==> config.mk <==
export PLATFORM = sky130hd
export DESIGN_NAME = mem_responder_flat
export DESIGN_NICKNAME = d
export VERILOG_FILES = /design/src/rtl/cpu_pkg.sv /design/src/rtl/mem_responder_if.sv /design/src/rtl/mem_responder_sat_counter.sv /design/src/rtl/mem_responder.sv /design/src/flat_wrapper.sv
export SDC_FILE = /design/constraint.sdc
export NUM_CORES = 1
export LEC_CHECK = 0
export ABC_CLOCK_PERIOD_IN_PS = 2700
export CORE_ASPECT_RATIO = 0.9
export CORE_MARGIN = 3
export CORE_UTILIZATION = 60
export DETAILED_ROUTE_END_ITERATION = 16
export GPL_TIMING_DRIVEN = 0
export PLACE_DENSITY = 0.77
export SKIP_CTS_REPAIR_TIMING = 1
export SLEW_MARGIN = 0
export SYNTH_ARGS = -nofsm -noshare
export SYNTH_HDL_FRONTEND = slang
export SYNTH_SLANG_ARGS = --single-unit
export TNS_END_PERCENT = 30
==> constraint.sdc <==
create_clock -name clk -period 2.7 [get_ports clk]
set_clock_uncertainty 0.05 [all_clocks]
set_input_delay 0.27 -clock clk [delete_from_list [all_inputs] [get_ports clk]]
set_output_delay 0.27 -clock clk [all_outputs]
set_load 0.005 [all_outputs]
==> src/rtl/cpu_pkg.sv <==
// Shared CPU definitions used by the memory responder and the sequencer.
//   - Responder state encoding (debug output rstate).
//   - Default data/address widths.
//   - Opcode constants decoded by the sequencer.
package cpu_pkg;

    localparam int DEF_WIDTH  = 8;
    localparam int DEF_AWIDTH = 5;

    typedef enum logic [1:0] {
        RS_IDLE  = 2'b00,
        RS_READ  = 2'b01,
        RS_WRITE = 2'b10,
        RS_FAULT = 2'b11
    } rstate_e;

    typedef enum logic [2:0] {
        OP_HLT = 3'd0,
        OP_SKZ = 3'd1,
        OP_ADD = 3'd2,
        OP_AND = 3'd3,
        OP_XOR = 3'd4,
        OP_LDA = 3'd5,
        OP_STO = 3'd6,
        OP_JMP = 3'd7
    } opcode_e;

endpackage

==> src/rtl/mem_responder_if.sv <==
// Memory strobe bus between the CPU sequencer (master) and the memory
// responder (slave).
//   master drives: addr, mem_rd, mem_wr, data_in
//   slave drives : data_out, rd_valid, wr_done, err, rd_count, wr_count, rstate
interface mem_responder_if #(
    parameter int WIDTH  = 8,
    parameter int AWIDTH = 5,
    parameter int CNTW   = 8
);
    logic [AWIDTH-1:0] addr;
    logic              mem_rd;
    logic              mem_wr;
    logic [WIDTH-1:0]  data_in;
    logic [WIDTH-1:0]  data_out;
    logic              rd_valid;
    logic              wr_done;
    logic              err;
    logic [CNTW-1:0]   rd_count;
    logic [CNTW-1:0]   wr_count;
    logic [1:0]        rstate;

    modport master (
        output addr, mem_rd, mem_wr, data_in,
        input  data_out, rd_valid, wr_done, err, rd_count, wr_count, rstate
    );

    modport slave (
        input  addr, mem_rd, mem_wr, data_in,
        output data_out, rd_valid, wr_done, err, rd_count, wr_count, rstate
    );
endinterface

==> src/rtl/mem_responder_sat_counter.sv <==
// Saturating up-counter used for the responder's debug access counts.
//   clk   : system clock, rising edge
//   rst   : asynchronous reset, active-low
//   inc   : increment request for this cycle
//   count : current value, holds at all-ones
module sat_counter #(
    parameter int CNTW = 8
) (
    input  logic            clk,
    input  logic            rst,
    input  logic            inc,
    output logic [CNTW-1:0] count
);
    logic [CNTW-1:0] count_q;
    logic [CNTW-1:0] count_d;

    always_comb begin
        count_d = count_q;
        if (inc && (count_q != '1)) begin
            count_d = count_q + 1'b1;
        end
    end

    always_ff @(posedge clk or negedge rst) begin
        if (!rst) begin
            count_q <= '0;
        end else begin
            count_q <= count_d;
        end
    end

    assign count = count_q;
endmodule

==> src/rtl/mem_responder.sv <==
// Memory-side responder for the CPU sequencer's mem_rd/mem_wr strobes.
// Holds a DEPTH x WIDTH RAM with registered (1-cycle) read data, commits
// writes on the rising edge of mem_wr only, flags simultaneous strobes as a
// sticky error and keeps saturating read/write counters for debug.
//   clk : system clock, rising edge
//   rst : asynchronous reset, active-low
//   bus : slave side of mem_responder_if (addr, strobes, data, status)
module mem_responder
    import cpu_pkg::*;
#(
    parameter int WIDTH  = DEF_WIDTH,
    parameter int AWIDTH = DEF_AWIDTH,
    parameter int DEPTH  = 32,
    parameter int CNTW   = 8
) (
    input  logic           clk,
    input  logic           rst,
    mem_responder_if.slave bus
);
    logic [WIDTH-1:0] ram [DEPTH];

    rstate_e          rstate_q,   rstate_d;
    logic [WIDTH-1:0] data_out_q, data_out_d;
    logic             rd_valid_q, rd_valid_d;
    logic             wr_done_q,  wr_done_d;
    logic             err_q,      err_d;
    logic             wr_prev_q,  wr_prev_d;

    logic both;
    logic rd_acc;
    logic wr_commit;

    always_comb begin
        both      = bus.mem_rd & bus.mem_wr;
        rd_acc    = bus.mem_rd & ~bus.mem_wr;
        // Only the first cycle of a held mem_wr commits.
        wr_commit = bus.mem_wr & ~bus.mem_rd & ~wr_prev_q;

        rstate_d   = RS_IDLE;
        data_out_d = data_out_q;
        rd_valid_d = 1'b0;
        wr_done_d  = wr_commit;
        err_d      = err_q | both;
        wr_prev_d  = bus.mem_wr;

        if (both) begin
            rstate_d = RS_FAULT;
        end else if (rd_acc) begin
            data_out_d = ram[bus.addr];
            rd_valid_d = 1'b1;
            rstate_d   = RS_READ;
        end else if (wr_commit) begin
            rstate_d = RS_WRITE;
        end
    end

    // The RAM write lives in the non-reset branch so a clock edge while rst
    // is low can never update memory; the array itself is never cleared.
    always_ff @(posedge clk or negedge rst) begin
        if (!rst) begin
            rstate_q   <= RS_IDLE;
            data_out_q <= '0;
            rd_valid_q <= 1'b0;
            wr_done_q  <= 1'b0;
            err_q      <= 1'b0;
            wr_prev_q  <= 1'b0;
        end else begin
            rstate_q   <= rstate_d;
            data_out_q <= data_out_d;
            rd_valid_q <= rd_valid_d;
            wr_done_q  <= wr_done_d;
            err_q      <= err_d;
            wr_prev_q  <= wr_prev_d;
            if (wr_commit) begin
                ram[bus.addr] <= bus.data_in;
            end
        end
    end

    sat_counter #(.CNTW(CNTW)) u_rd_cnt (
        .clk   (clk),
        .rst   (rst),
        .inc   (rd_acc),
        .count (bus.rd_count)
    );

    sat_counter #(.CNTW(CNTW)) u_wr_cnt (
        .clk   (clk),
        .rst   (rst),
        .inc   (wr_commit),
        .count (bus.wr_count)
    );

    assign bus.rstate   = rstate_q;
    assign bus.data_out = data_out_q;
    assign bus.rd_valid = rd_valid_q;
    assign bus.wr_done  = wr_done_q;
    assign bus.err      = err_q;
endmodule

==> src/flat_wrapper.sv <==
// flat-port wrapper written by rule: the top's interface ports become plain ports
module mem_responder_flat import cpu_pkg::*;
#(
    parameter int WIDTH  = DEF_WIDTH,
    parameter int AWIDTH = DEF_AWIDTH,
    parameter int DEPTH  = 32,
    parameter int CNTW   = 8
)
  (clk, rst, bus_addr, bus_mem_rd, bus_mem_wr, bus_data_in, bus_data_out, bus_rd_valid, bus_wr_done, bus_err, bus_rd_count, bus_wr_count, bus_rstate);
  mem_responder_if #(.WIDTH(WIDTH), .AWIDTH(AWIDTH), .CNTW(CNTW)) bus_i ();
  input  logic clk;
  input  logic rst;
  input wire logic [$bits(bus_i.addr)-1:0] bus_addr;
  input wire logic [$bits(bus_i.mem_rd)-1:0] bus_mem_rd;
  input wire logic [$bits(bus_i.mem_wr)-1:0] bus_mem_wr;
  input wire logic [$bits(bus_i.data_in)-1:0] bus_data_in;
  output wire logic [$bits(bus_i.data_out)-1:0] bus_data_out;
  output wire logic [$bits(bus_i.rd_valid)-1:0] bus_rd_valid;
  output wire logic [$bits(bus_i.wr_done)-1:0] bus_wr_done;
  output wire logic [$bits(bus_i.err)-1:0] bus_err;
  output wire logic [$bits(bus_i.rd_count)-1:0] bus_rd_count;
  output wire logic [$bits(bus_i.wr_count)-1:0] bus_wr_count;
  output wire logic [$bits(bus_i.rstate)-1:0] bus_rstate;
  assign bus_i.addr = bus_addr;
  assign bus_i.mem_rd = bus_mem_rd;
  assign bus_i.mem_wr = bus_mem_wr;
  assign bus_i.data_in = bus_data_in;
  assign bus_data_out = bus_i.data_out;
  assign bus_rd_valid = bus_i.rd_valid;
  assign bus_wr_done = bus_i.wr_done;
  assign bus_err = bus_i.err;
  assign bus_rd_count = bus_i.rd_count;
  assign bus_wr_count = bus_i.wr_count;
  assign bus_rstate = bus_i.rstate;
  mem_responder #(.WIDTH(WIDTH), .AWIDTH(AWIDTH), .DEPTH(DEPTH), .CNTW(CNTW)) u_core (.clk(clk), .rst(rst), .bus(bus_i));
endmodule
==> results of run 1 <==
[stage by stage]
| step | setup slack (ns) | total power, µW | area (µm²) | setup TNS (ns) |
|---|---|---|---|---|
| 6_report | -0.142 | 9540 | 13100 | -5.33 |
| 5_1_grt | -0.234 | 9830 | 13100 | -25.09 |
| 3_3_place_gp | -0.858 | 5890 | 12200 | -188.55 |
| 3_5_place_dp | -0.925 | 5940 | 12200 | -210.88 |
| 2_1_floorplan | 0.611 | 5490 | 11400 | 0 |
| 4_1_cts | -0.372 | 9570 | 13000 | -71.52 |
[flip-flops by register name (all words and copies together), names as in the netlist]
| register | cells |
|---|---|
| u_core.bus.wr_done | 1 |
| u_core.bus.rstate | 2 |
| u_core.bus.err | 1 |
| u_core.bus.rd_valid | 1 |
| u_core.u_wr_cnt.count | 8 |
| u_core.ram | 256 |
| u_core.bus.data_out | 8 |
| u_core.u_rd_cnt.count | 8 |
| u_core.wr_prev_q | 1 |
[cells by family (layout without fill, tap and decap cells)]
| family | after synthesis | after routing | share of synthesized area |
|---|---|---|---|
| flip-flops | 286 | 286 | 0.738 |
| AND/OR/NAND/NOR | 141 | 141 | 0.0600 |
| multiplexers | 101 | 101 | 0.127 |
| AO/OA/AOI/OAI | 58 | 58 | 0.0396 |
| buffers and inverters | 37 | 131 | 0.0224 |
| XOR/XNOR | 14 | 14 | 0.0107 |
| adder cells (fa/ha/maj) | 2 | 2 | 0.00219 |
| other | 0 | 1 | 0 |
[worst register-to-register path: stages, from the launching register on]
cell and delay, ns:
dfrtp_1 0.38, or3b_2 0.48, inv_1 0.14, and2_1 0.24, nand2_1 0.35, nor2_1 0.81
[cells in the mapped netlist, types with 3 or more instances]
library cell,count
mux4_2,18
clkbuf_1,10
a21oi_1,5
a31oi_1,7
buf_6,4
a22oi_1,19
a22o_1,7
xor2_1,3
nand2_1,29
buf_2,6
a41oi_1,10
or3b_2,3
nor2_1,46
mux2_2,5
xnor2_1,11
buf_4,6
clkbuf_8,3
inv_1,6
and3_1,4
edfxtp_1,256
mux2i_1,65
dfrtp_1,30
and4_1,3
nand3_1,20
and2_1,6
nand4_1,12
nor2b_1,10
mux4_1,13
[power by group through the flow]
stage / sequential (µW) / combinational, µW / clock, µW
6_report: 5050 / 815 / 3670
5_1_grt: 5070 / 882 / 3880
4_1_cts: 5050 / 810 / 3710
3_5_place_dp: 5140 / 802 / 0
3_3_place_gp: 5130 / 768 / 0
2_1_floorplan: 5120 / 363 / 0
[metal layers]
layer / vias to the layer above / wire length (µm)
met4: 0 / 818
met5: - / 0
met1: 3272 / 10400
met3: 67 / 2620
met2: 409 / 12600
li1: 2691 / -
[area by class of cell]
class,instances,area [µm²]
well taps,245,307
multi-input cells,316,2770
flip-flops and latches,286,8440
clock buffers,39,741
fillers,1147,5450
clock inverters,11,114
repair buffers,44,445
diodes,1,2.50
plain buffers,31,234
inverters,6,22.5
[worst paths after layout]
kind                                  start                      to  slack [ns]  cells after the start
max                        u_core.wr_prev_q       u_core.ram[21][3]       -0.14                      5
min                                     rst          u_core.bus.err        0.20                      3
max reg2reg                u_core.wr_prev_q       u_core.ram[21][3]       -0.14                      5
min reg2reg                  u_core.bus.err          u_core.bus.err        0.41                      1
max in group asynchronous               rst  u_core.bus.data_out[6]        2.24                      3
min in group clk                 bus_mem_wr        u_core.wr_prev_q        0.24                      1
==> results.txt, run 1 <==
Core ar.: 18500 µm²
Tcrit/Tclk final: 1.05
Max Root-Sink Buffers: 3
Critical Path AT: 2.95 ns
RSZ-0062 raised after global routing: true
Synth Warn #: 0
post-route minimum period: 2.84 ns
EDFF count, synth: 256
hold slack: 0.197 ns
leakage: 0.00443 µW
Distinct cells, synth: 46
Total Routing Usage GR: 0.262
max-capacitance violation count: 0
PortBufs: 42
Worst-Margin Slew: 1.46 ns
max-slew violations: 0
clock root buffer: clkbuf_16
row count: 47
Layout Cells excl Fill: 979
clk slew on worst S/H paths: 0.06 ns
total clock sinks: 286
kind of critical path: flop to flop
clock group share of total power: 0.385
final weighted congestion in routability-driven placement: 0.969
Power Dens Cells: 730 nW/µm²
final setup vio count: 100
area of the die: 20800 µm²
final wirelength: 26400 µm
largest net degree at the start of global routing: 33
die height: 137 µm
first-pass GRT wire length: 39600 µm
H-tree depth: 1
crit-path cells: or3b_2, inv_1, and2_1, nand2_1, nor2_1
worst relative slew slack: 0.0267
Sw Ratio: 0.220
initial antenna violation count: 1
layout cells sized above 1: 0.139
logic gate share of total power: 0.085
register bit total from synthesis: 286
Iteration-0 DRC Markers: 711
post-route ant nets: 0
highest-count cells in the layout ignoring fill and taps: edfxtp_1, mux2i_1, clkdlybuf4s50_1
grt ovf: 0
Internal Power: 7440 µW
most common cell after layout, fill and taps aside: edfxtp_1
fin util: 0.706
register area share after synthesis: 0.738
Worst Path Required: 2.81 ns
Layout area overhead: 14.3%
failing checks: setup timing
Cells after Synth: 639
Critical path buffers and inverters: 1
area leader, netlist: edfxtp_1
DR vias/cell: 6.58
Hold WC Path Type: input port to async pin
M1 GR Usage: 0.370
Cell Area, Synth: 11400 µm²
Final HPWL DP: 17100 µm
status: complete, but fails checks
CP peak stage delay: 0.81 ns
fin nets: 731
Wirelength per Cell: 27.0 µm
met3 Usage GRT: 0.0583
Cell Count Post-Placement: 926
vias post-DR: 6439
met2 Use GR: 0.422
Syn Area/Cell: 17.9 µm²
clk_lat worst skew: 0.54 ns
Synthesized Nets: 658
Num CTS Buffers: 27
share of total power in sequential cells: 0.530
crit path max fanout: 8
TritonCTS clock tree: built
drt pass-1 iters: 5
Synth top area share: 0.672
Crit-path slowest cell: nor2_1
CP startpoint kind: flop
IO Count: 46
final hold vios: 0
worst vdd ir: 0.529 mV
setup ws final: -0.142 ns
Async SR Flop Fraction: 0.105
chip width: 152 µm
FMAX: 352 MHz
dominant cells by area after synthesis: edfxtp_1, dfrtp_1, mux2i_1, mux4_2, mux4_1
Switch Pwr: 2100 µW
CP delay by family, top: simple AND/OR/NAND/NOR gates
number of remaining DRC errors: 0
Initial Util: 0.617
Most Used Layer, Global Route: met2
vias in the first global route: 6476
Synth Flop Type: edfxtp_1
CP endpoint kind: flop
(Power assumes the default switching activity.)
==> inputs of run 2 (changes only) <==
Settings changed: CTS_CLUSTER_DIAMETER set to 100, HOLD_SLACK_MARGIN set to 0.03, SETUP_SLACK_MARGIN set to 0.1.
==> run 2 against run 1 <==
Effect of this change: the flow still finishes with violations (setup timing); clock power about the same; flip-flop and latch count is the same; non-clock buffer count is the same; core utilization grew 0.39 points; largest power group unchanged; highest routed layer unchanged.
==> results.txt, run 2 (synthesis results as in run 1) <==
Wirelength per Cell: 27.0 µm
Largest Register: u_core.ram
crit path max fanout: 8
Core ar.: 18500 µm²
chip width: 152 µm
CP endpoint kind: flop
Internal Power: 7440 µW
worst vdd ir: 0.528 mV
CP peak stage delay: 0.65 ns
first-pass GRT wire length: 39600 µm
crit-path cells: or3b_2, inv_1, and2_1, nand2_1, nor2_2
max-slew violations: 0
highest-count cells in the layout ignoring fill and taps: edfxtp_1, mux2i_1, clkdlybuf4s50_1
clk slew on worst S/H paths: 0.06 ns
fin nets: 731
die height: 137 µm
Tcrit/Tclk final: 1.01
Iteration-0 DRC Markers: 785
clk_lat worst skew: 0.53 ns
logic gate share of total power: 0.086
area of the die: 20800 µm²
FILL cells: 1133
post-route minimum period: 2.72 ns
FMAX: 368 MHz
kind of critical path: flop to flop
Total Routing Usage GR: 0.262
Layout area overhead: 14.9%
total clock sinks: 286
vias in the first global route: 6476
IO Count: 46
Worst Path Required: 2.82 ns
initial antenna violation count: 1
max FFs per register: 256
area post-placement: 12200 µm²
DR vias/cell: 6.53
post-route ant nets: 0
layout cells sized above 1: 0.168
largest net degree at the start of global routing: 33
Power Dens Cells: 726 nW/µm²
Final HPWL DP: 17100 µm
vias post-DR: 6389
final hold vios: 0
drt pass-1 iters: 5
leakage: 0.00443 µW
Worst-Margin Slew: 1.43 ns
clock group share of total power: 0.385
Max Root-Sink Buffers: 3
pre-CTS setup slack: -0.925 ns
Sw Ratio: 0.221
final wirelength: 26500 µm
status: complete, but fails checks
Crit-path slowest cell: nor2_2
RSZ-0062 raised after global routing: true
Initial Util: 0.617
TritonCTS clock tree: built
failing checks: setup timing
share of total power in sequential cells: 0.529
worst relative slew slack: 0.0433
Num CTS Buffers: 27
clock root buffer: clkbuf_16
number of remaining DRC errors: 0
Switch Pwr: 2110 µW
Critical Path AT: 2.84 ns
row count: 47
final setup vio count: 8
most common cell after layout, fill and taps aside: edfxtp_1
Layout Cells excl Fill: 979
Cell Count Post-Placement: 926
grt ovf: 0
H-tree depth: 1
PortBufs: 42
max-capacitance violation count: 0
Hold WC Path Type: input port to async pin
setup ws final: -0.0196 ns
final weighted congestion in routability-driven placement: 0.969
CP startpoint kind: flop
cell area after layout: 13100 µm²
==> run 2: changes by cell type in the layout (fill, tap and decap cells not counted) <==
cell,previous run,this run
nor2_4,0,4
nor2_1,35,14
nor2_2,11,28
==> run 2: power by group through the flow <==
stage / clock network, µW / registers (µW) / logic (µW)
2_1_floorplan: 0 / 5120 / 363
3_3_place_gp: 0 / 5130 / 768
3_5_place_dp: 0 / 5140 / 802
4_1_cts: 3710 / 5050 / 810
5_1_grt: 3880 / 5070 / 886
6_report: 3670 / 5050 / 820
==> run 2: path summary, 6_finish.rpt <==
kind / cells after the start / start / slack (ns) / endpoint
max in group asynchronous: 3 / rst / 2.24 / u_core.bus.data_out[6]
min in group clk: 1 / bus_mem_wr / 0.24 / u_core.wr_prev_q
worst max-delay path: 5 / u_core.wr_prev_q / -0.02 / u_core.ram[16][3]
worst min-delay path: 3 / rst / 0.20 / u_core.u_rd_cnt.count[2]
worst max register to register: 5 / u_core.wr_prev_q / -0.02 / u_core.ram[16][3]
worst min register to register: 1 / u_core.bus.err / 0.41 / u_core.bus.err
==> run 2: layout make-up <==
cell class	instances	area, µm²	area share
sequential	286	8440	0.642
multi-input combinational	316	2840	0.216
clock buffer	39	741	0.0564
timing repair buffer	44	445	0.0339
tap	245	307	0.0233
buffer	31	234	0.0178
clock inverter	11	114	0.00866
inverter	6	22.5	0.00171
antenna	1	2.50	0.000190
==> run 2: metrics by stage <==
| step | utilization | TNS, ns | hold WS (ns) | power, µW |
|---|---|---|---|---|
| after floorplan | - | 0 | -0.0756 | 5490 |
| after global placement | 0.657 | -188.55 | 0.387 | 5890 |
| after detailed placement | 0.657 | -210.88 | 0.394 | 5940 |
| after CTS | 0.703 | -71.52 | 0.232 | 9570 |
| after global routing | 0.709 | -6.59 | 0.228 | 9830 |
| final | 0.710 | -0.111 | 0.199 | 9540 |
==> run 2: routing by layer <==
metal  part of all wire  vias to the layer above  wire (µm)  track usage
met2               0.48                      389      12600        0.422
met4              0.031                        0        818       0.0724
li1                   -                     2686          -            -
met5                  0                        -          0            0
met3              0.098                       66       2600       0.0583
met1               0.39                     3248      10400        0.370
==> run 2: worst max-delay path: cells and delay by family, from the launching register on <==
kind	cells	cell delay (ns)
simple gates	4	1.77
flops	1	0.38
buf+inv	1	0.14
==> inputs of run 3 (changes only) <==
Settings changed: CORE_MARGIN 3 to 5.
==> run 3 against run 2 <==
Effect of this change: the run still ends with setup timing left; die area increased by 5.6%; clock power up 5%; largest power group unchanged; setup slack worse by 0.042 ns; core utilization rose by 0.23 points; critical endpoint is now u_core.ram[8][7]; cell count increased by 0.51%; maximum frequency shrank 1.5%; critical path depth did not move; critical path type unchanged; non-clock buffer count is 4 higher.
==> results.txt, run 3 (synthesis results as in run 1) <==
PortBufs: 42
Initial Util: 0.615
clock root buffer: clkbuf_16
final setup vio count: 94
post-route ant nets: 0
Num CTS Buffers: 28
highest-count cells in the layout ignoring fill and taps: edfxtp_1, mux2i_1, clkdlybuf4s50_1
IO Count: 46
die height: 141 µm
final weighted congestion in routability-driven placement: 0.965
total clock sinks: 286
R2R Setup Slk: -0.06 ns
most common cell after layout, fill and taps aside: edfxtp_1
clk slew on worst S/H paths: 0.06 ns
Core ar.: 18600 µm²
leakage: 0.00449 µW
clk_lat worst skew: 0.53 ns
Register Area: 8440 µm²
max-slew violations: 0
final hold vios: 0
Wirelength per Cell: 26.5 µm
largest net degree at the start of global routing: 33
H-tree depth: 1
first-pass GRT wire length: 39000 µm
FMAX: 362 MHz
Worst Path Required: 2.81 ns
TritonCTS clock tree: built
Layout Cells excl Fill: 984
Critical Path AT: 2.87 ns
Hold WC Path Type: input port to async pin
area of the multi-input gates: 2820 µm²
Power Dens Cells: 734 nW/µm²
worst relative slew slack: 0.0657
row count: 47
fin nets: 736
Largest Register: u_core.ram
layout cells sized above 1: 0.156
crit path max fanout: 8
diode count: 0
drt pass-1 iters: 5
status: complete, but fails checks
vias post-DR: 6386
vias in the first global route: 6353
Cell Count Post-Placement: 926
kind of critical path: flop to flop
worst vdd ir: 0.644 mV
setup ws final: -0.0620 ns
Tot Pwr: 9710 µW
pre-CTS setup slack: -0.986 ns
Final HPWL DP: 16900 µm
chip width: 156 µm
Tcrit/Tclk final: 1.02
RSZ-0062 raised after global routing: true
CP endpoint kind: flop
number of remaining DRC errors: 0
final wirelength: 26000 µm
max-capacitance violation count: 0
Worst-Margin Slew: 1.40 ns
max FFs per register: 256
post-route minimum period: 2.76 ns
hold slack: 0.208 ns
CP startpoint kind: flop
Iteration-0 DRC Markers: 822
Layout area overhead: 15.7%
initial antenna violation count: 0
area of the die: 21900 µm²
grt ovf: 0
Total Routing Usage GR: 0.239
Max Root-Sink Buffers: 3
failing checks: setup timing
DR vias/cell: 6.49
FILL cells: 1148
[run 3: final timing paths]
kind / from / endpoint / cells past startpoint
setup / recovery: u_core.wr_prev_q / u_core.ram[8][7] / 5
hold / removal: rst / u_core.bus.rstate[1] / 3
setup reg to reg: u_core.wr_prev_q / u_core.ram[8][7] / 5
hold reg to reg: u_core.wr_prev_q / u_core.bus.rstate[1] / 1
max in group asynchronous: rst / u_core.bus.data_out[4] / 3
min in group clk: bus_mem_wr / u_core.wr_prev_q / 1
[run 3: layout make-up]
cell class              instances  share of cell area
inverters                       6             0.00170
flip-flops and latches        286               0.638
well taps                     245              0.0232
multi-input cells             316               0.213
clock buffers                  43              0.0603
clock inverters                 9             0.00880
repair buffers                 48              0.0375
plain buffers                  31              0.0177
[run 3: critical path, stage by stage, from the launching register on]
cell     delay [ns]
dfrtp_1        0.37
or3b_2         0.49
inv_1          0.16
and2_1         0.24
nand2_1        0.46
nor2_2         0.62
[run 3: power by group]
part           internal, µW  total (µW)  switching (µW)
clock network          2310        3850            1540
logic                   400         803             403
registers              4930        5050             124
[run 3: per-stage QoR]
step / TNS (ns) / utilization / area, µm²
global route: -12.72 / 0.712 / 13200
floorplan: 0 / - / 11400
finish: -2.19 / 0.712 / 13200
CTS: -73.87 / 0.704 / 13100
detailed placement: -213.91 / 0.654 / 12200
global placement: -182.45 / 0.654 / 12200
[run 3: per-layer routing]
metal | GRT usage | wire (µm) | up-vias
li1 | - | - | 2711
met4 | 0.0599 | 664 | 0
met2 | 0.375 | 12300 | 392
met1 | 0.345 | 10200 | 3216
met5 | 0.0113 | 0 | -
met3 | 0.0549 | 2900 | 67
==> patch 1 (settings of run 2) <==
`DEF_WIDTH`: 8 -> 10.
--- a/src/rtl/cpu_pkg.sv
+++ b/src/rtl/cpu_pkg.sv
@@ -4,7 +4,7 @@
 //   - Opcode constants decoded by the sequencer.
 package cpu_pkg;
 
-    localparam int DEF_WIDTH  = 8;
+    localparam int DEF_WIDTH  = 10;
     localparam int DEF_AWIDTH = 5;
 
     typedef enum logic [1:0] {
Ports: changed (resized bus_data_in and bus_data_out); port bits go from 46 to 50. The function was not compared with the original's and may differ.
==> patch 1 against run 2 <==
- the flow still finishes with violations (setup timing)
- routed wire length grew 22%
- combinational power grew 8.5%
- sequential cell count grew 66
- final cell count grew 12%
- power grew 23%
- count of clock-buffer cells in the layout grew 11
- clock power grew 27%
- worst setup slack lost 0.12 ns
- synthesized area grew 20%
- cell area grew 21%
- synthesized cell count grew 7.2%
- largest cell class unchanged
- largest power group unchanged
==> patch 1: results (changes against run 2) <==
outcome:
  status: "finished, violations left"  # unchanged
  failed_checks: "setup timing"  # unchanged
routing:
  drtIter0Drc: 1065  # was 785
  vias: 7416  # was 6,389
  wl_um: 32390  # was 26,470 um
yosys:
  ys_async_sr_fraction_pct: 9.091  # was 10.49%
  yosysUniqueCellTypes: 55  # was 46
  synthCells: 685  # was 639
  synth_common_cells: "320 x edfxtp_1, 54 x mux4_2, 45 x nor2_1, 36 x mux2i_1, 32 x dfrtp_1"  # was 256 x edfxtp_1, 65 x mux2i_1, 46 x nor2_1, 30 x dfrtp_1, 29 x nand2_1
  ys_seq_area_share_pct: 75.99  # was 73.79%
  ys_top_cells_by_area: "edfxtp_1 70%, mux4_2 8.9%, dfrtp_1 5.8%, mux2i_1 2.6%, mux4_1 1.5%"  # was edfxtp_1 67%, dfrtp_1 6.6%, mux2i_1 5.7%, mux4_2 3.5%, mux4_1 3.0%
  synth_seq_cells: 352  # was 286
  synth_edf_count: 320  # was 256
  syn_area_per_cell_um2: 20.00  # was 17.89 um^2
  syn_nets: 706  # was 658
worst_setup_path:
  crit_fanout: 10  # was 8
  worst_path_max_delay_cell: "nor2_1"  # was nor2_2
  crit_arrival_ns: 2.92  # was 2.84 ns
  slowest_delay_ns: 0.75  # was 0.65 ns
pwr:
  p_comb_share_pct: 7.6  # was 8.6%
  seqPwrFrac_pct: 52.7  # was 52.9%
  p_leak_nw: 5.156  # was 4.430 nW
  vdd_ir_drop_max_mv: 0.5862  # was 0.5283 mV
  p_sw_share_pct: 21.41  # was 22.09%
  fin_total_pwr_mw: 11.75  # was 9.545 mW
global_route:
  antenna_found_initial: 0  # was 1
  grt_max_degree: 37  # was 33
  grt_use_total_pct: 26.91  # was 26.23%
  grt_pass1_wl_um: 47160  # was 39,570 um
  grt_pass1_vias: 7269  # was 6,476
sta:
  tightest_slew_ns: 1.356  # was 1.431 ns
  tns_ns: -2.680  # was -0.1111 ns
  setup_ws_ns: -0.1418  # was -0.01957 ns
  finalSetupViolCount: 21  # was 8
hold_path:
  hold_path.class: "in2reg"  # was in2async
layout:
  fin_cells: 1094  # was 979
  largest_reg_flops: 320  # was 256
  area_share_nonclk_buffers_pct: 4.906  # was 5.169%
  multi_input_gates: 298  # was 316
  non_clock_buffer_count: 87  # was 75
  n_clock_buffer: 50  # was 39
  antenna_cells: 0  # was 1
  syn_to_final_growth_pct: 16.35  # was 14.95%
  inv_count: 3  # was 6
  num-nets-final: 798  # was 731
  final-clk-cell-share_pct: 6.900  # was 6.502%
  seq_share_pct: 65.31  # was 64.20%
  fillCellCount: 1250  # was 1,133
  drive_gt1_share_pct: 21.42  # was 16.78%
cts:
  cts_made_buffers: 35  # was 27
  htreeDepth: 2  # was 1
  clockBufferDepth: 3  # unchanged
placed_design:
  place_ws_ns: -1.212  # was -0.9249 ns
  placed_cell_area_um2: 14540  # was 12,160 um^2
  port_buffers: 48  # was 42
  hpwl_um: 20050  # was 17,110 um
  gp_congestion: 0.9487  # was 0.9687
  place_inst: 1024  # was 926
[patch 1: changes by cell type after synthesis, moves of 6 or more]
| cell | before | now |
|---|---|---|
| o22ai_1 | 1 | 13 |
| nand3_1 | 20 | 6 |
| edfxtp_1 | 256 | 320 |
| mux2i_1 | 65 | 36 |
| mux4_2 | 18 | 54 |
| a41oi_1 | 10 | 4 |
| buf_4 | 6 | 12 |
| nor2b_1 | 10 | 2 |
| nand2_1 | 29 | 14 |
[patch 1: worst paths after layout]
path	startpoint	end	slack [ns]	cells after the start
worst max-delay path	u_core.wr_prev_q$_DFF_PN0_	u_core.ram[24][3]$_DFFE_PP_	-0.14	4
worst min-delay path	bus_mem_wr	u_core.wr_prev_q$_DFF_PN0_	0.27	1
worst max register to register	u_core.wr_prev_q$_DFF_PN0_	u_core.ram[24][3]$_DFFE_PP_	-0.14	4
worst min register to register	u_core.wr_prev_q$_DFF_PN0_	u_core.bus.rstate[1]$_DFF_PN0_	0.43	1
max in group asynchronous	rst	u_core.bus.data_out[0]$_DFFE_PN0P_	2.11	3
min in group asynchronous	rst	u_core.u_rd_cnt.count[7]$_DFFE_PN0P_	0.32	3
[patch 1: kinds of logic (layout without fill, tap and decap cells)]
group,Yosys count,count (layout),share of synthesized area [%]
AOI/OAI and AO/OA,66,66,3.626
DFF,352,352,75.99
xor gates and xnor gates,14,14,0.8951
buffers and inverters,35,153,1.608
muxes,100,100,13.21
and+or+nand+nor,116,116,4.494
adders and majority gates,2,2,0.1826
[patch 1: routing by layer]
metal	GRT usage [%]	vias up	share of wire, %
met3	6.552	74	11
met5	0	-	0
met4	8.721	0	3.1
met1	39.15	3801	39
li1	-	3015	-
met2	41.09	526	47
==> patch 2 (config.mk and constraints of run 2) <==
Made on the original files. Make the reset (`rst`) synchronous in 2 clocked blocks. Comments in the files are not updated.
--- a/src/rtl/mem_responder_sat_counter.sv
+++ b/src/rtl/mem_responder_sat_counter.sv
@@ -21,7 +21,7 @@
         end
     end
 
-    always_ff @(posedge clk or negedge rst) begin
+    always_ff @(posedge clk) begin
         if (!rst) begin
             count_q <= '0;
         end else begin
--- a/src/rtl/mem_responder.sv
+++ b/src/rtl/mem_responder.sv
@@ -56,7 +56,7 @@
 
     // The RAM write lives in the non-reset branch so a clock edge while rst
     // is low can never update memory; the array itself is never cleared.
-    always_ff @(posedge clk or negedge rst) begin
+    always_ff @(posedge clk) begin
         if (!rst) begin
             rstate_q   <= RS_IDLE;
             data_out_q <= '0;
Check against the original RTL: differs if rst is asserted again (counterexample within 4 cycles, from zero or initial values and one cycle with rst low); with rst held inactive, the same outputs for 4 cycles.
==> patch 2 against run 2 <==
- count of clock-buffer cells in the layout decreased by 2
- synthesized area decreased by 2.3%
- cell area shrank 2.6%
- worst setup slack improved by 0.11 ns
- global-route usage is 0.93 points higher
- sequential share of layout area is 0.54 points higher
- sequential cell count unchanged
- power down 7.1%
- worst hold slack better by 0.22 ns
- routed wire length is 0.58% higher
- highest routed layer unchanged
==> patch 2: results (changes against run 2) <==
yosys:
  yosys_warnings: 0  # unchanged
  syn_nets: 633  # was 658
  ys_seq_area_share_pct: 74.17  # was 73.79%
  ys_async_sr_fraction_pct: 0  # was 10.49%
  ys_top_cells_by_area: "edfxtp_1 69%, mux4_2 9.9%, dfxtp_1 5.4%, mux2i_1 2.8%, nor2_1 1.7%"  # was edfxtp_1 67%, dfrtp_1 6.6%, mux2i_1 5.7%, mux4_2 3.5%, mux4_1 3.0%
  yosysUniqueCellTypes: 56  # was 46
  synth_common_cells: "256 x edfxtp_1, 52 x nor2_1, 49 x mux4_2, 31 x mux2i_1, 30 x dfxtp_1"  # was 256 x edfxtp_1, 65 x mux2i_1, 46 x nor2_1, 30 x dfrtp_1, 29 x nand2_1
  syn_area_per_cell_um2: 18.20  # was 17.89 um^2
worst_setup_path:
  path_delay_family: "simple AND/OR/NAND/NOR gates"  # unchanged
  critPathCapture: "u_core.ram[22][4]$_DFFE_PP_"  # was u_core.ram[16][3]$_DFFE_PP_
  rrSetupSlack_ns: 0.22  # was -0.02 ns
  crit_fanout: 8  # unchanged
  cp-startpoint: "bus_mem_wr"  # was u_core.wr_prev_q$_DFF_PN0_
  crit_arrival_ns: 2.72  # was 2.84 ns
  r2r_cells: 3  # was 5
  reg2reg_from: "u_core.wr_prev_q$_SDFF_PN0_"  # was u_core.wr_prev_q$_DFF_PN0_
pwr:
  p_leak_nw: 4.084  # was 4.430 nW
  vdd_ir_drop_max_mv: 0.7599  # was 0.5283 mV
global_route:
  antenna_found_initial: 0  # was 1
  grt_use_total_pct: 27.15  # was 26.23%
outcome:
  status: "finished, final reports clean"  # was finished, violations left
routing:
  drtIter0Drc: 714  # was 785
  drt-vias-per-instance: 6.655  # was 6.526
  wl_um: 26620  # was 26,470 um
  vias: 6282  # was 6,389
sta:
  hold_slack_ns: 0.4190  # was 0.1993 ns
  tightest_slew_ns: 1.280  # was 1.431 ns
  fmax_mhz: 382.6  # was 367.7 MHz
placed_design:
  place_inst: 896  # was 926
  gp_congestion: 0.9767  # was 0.9687
  place_ws_ns: -0.6281  # was -0.9249 ns
  hpwl_um: 17500  # was 17,110 um
layout:
  fillCellCount: 1131  # was 1,133
  drive_gt1_share_pct: 20.17  # was 16.78%
  num-nets-final: 704  # was 731
  largest_reg_flops: 256  # unchanged
hold_path:
  hold_path.class: "in2reg"  # was in2async
-- patch 2: cell types whose count changed in the layout (fill, tap and decap cells not counted), sizes merged, moves of 12 or more --
cell and change:
dfrtp -30, dfxtp +30, mux2i -34, mux4 +18, nand2 -19, nand3 -12, o21ai +12
-- patch 2: worst reg2reg max path: stages (launching register included) --
cell and delay (ns):
dfxtp_1 0.34, nor3_2 0.47, nand3_1 0.62, nor2_2 0.64
-- patch 2: cell families (layout without fill, tap and decap cells) --
family / after synthesis / after routing / synth area share, %
multiplexers: 81 / 81 / 12.75
AND/OR/NAND/NOR: 117 / 117 / 5.397
XOR/XNOR: 9 / 9 / 0.7054
buffers and inverters: 36 / 126 / 1.668
flip-flops: 286 / 286 / 74.17
AO/OA/AOI/OAI: 83 / 83 / 5.083
adder cells (fa/ha/maj): 2 / 2 / 0.2239
-- patch 2: per-layer routing --
metal | routed length, um | track usage (%)
met1 | 10450 | 39.66
met2 | 12920 | 44.11
met3 | 2405 | 4.048
met4 | 844 | 7.012
met5 | 0 | 0
-- patch 2: where the power goes --
group	switching (mW)	total, mW	internal (mW)	leakage (nW)
sequential	0.0156	4.86	4.84	2.55
combinational	0.295	0.475	0.180	1.14
clock	1.51	3.54	2.03	0.396
total	1.82	8.87	7.05	4.08
-- patch 2: layout make-up --
class	count	share of cell area [%]
inverter	7	0.2052
tap	240	2.346
timing repair buffer	42	3.284
clock buffer	37	5.571
clock inverter	11	0.7721
buffer	29	1.251
multi-input combinational	292	21.83
sequential	286	64.74
-- patch 2: stage by stage --
stage	power, mW	instance area [um^2]
after floorplan	5.182	11170
after global placement	5.405	11900
after detailed placement	5.418	11900
after CTS	8.883	12710
after global routing	9.088	12800
final	8.869	12800
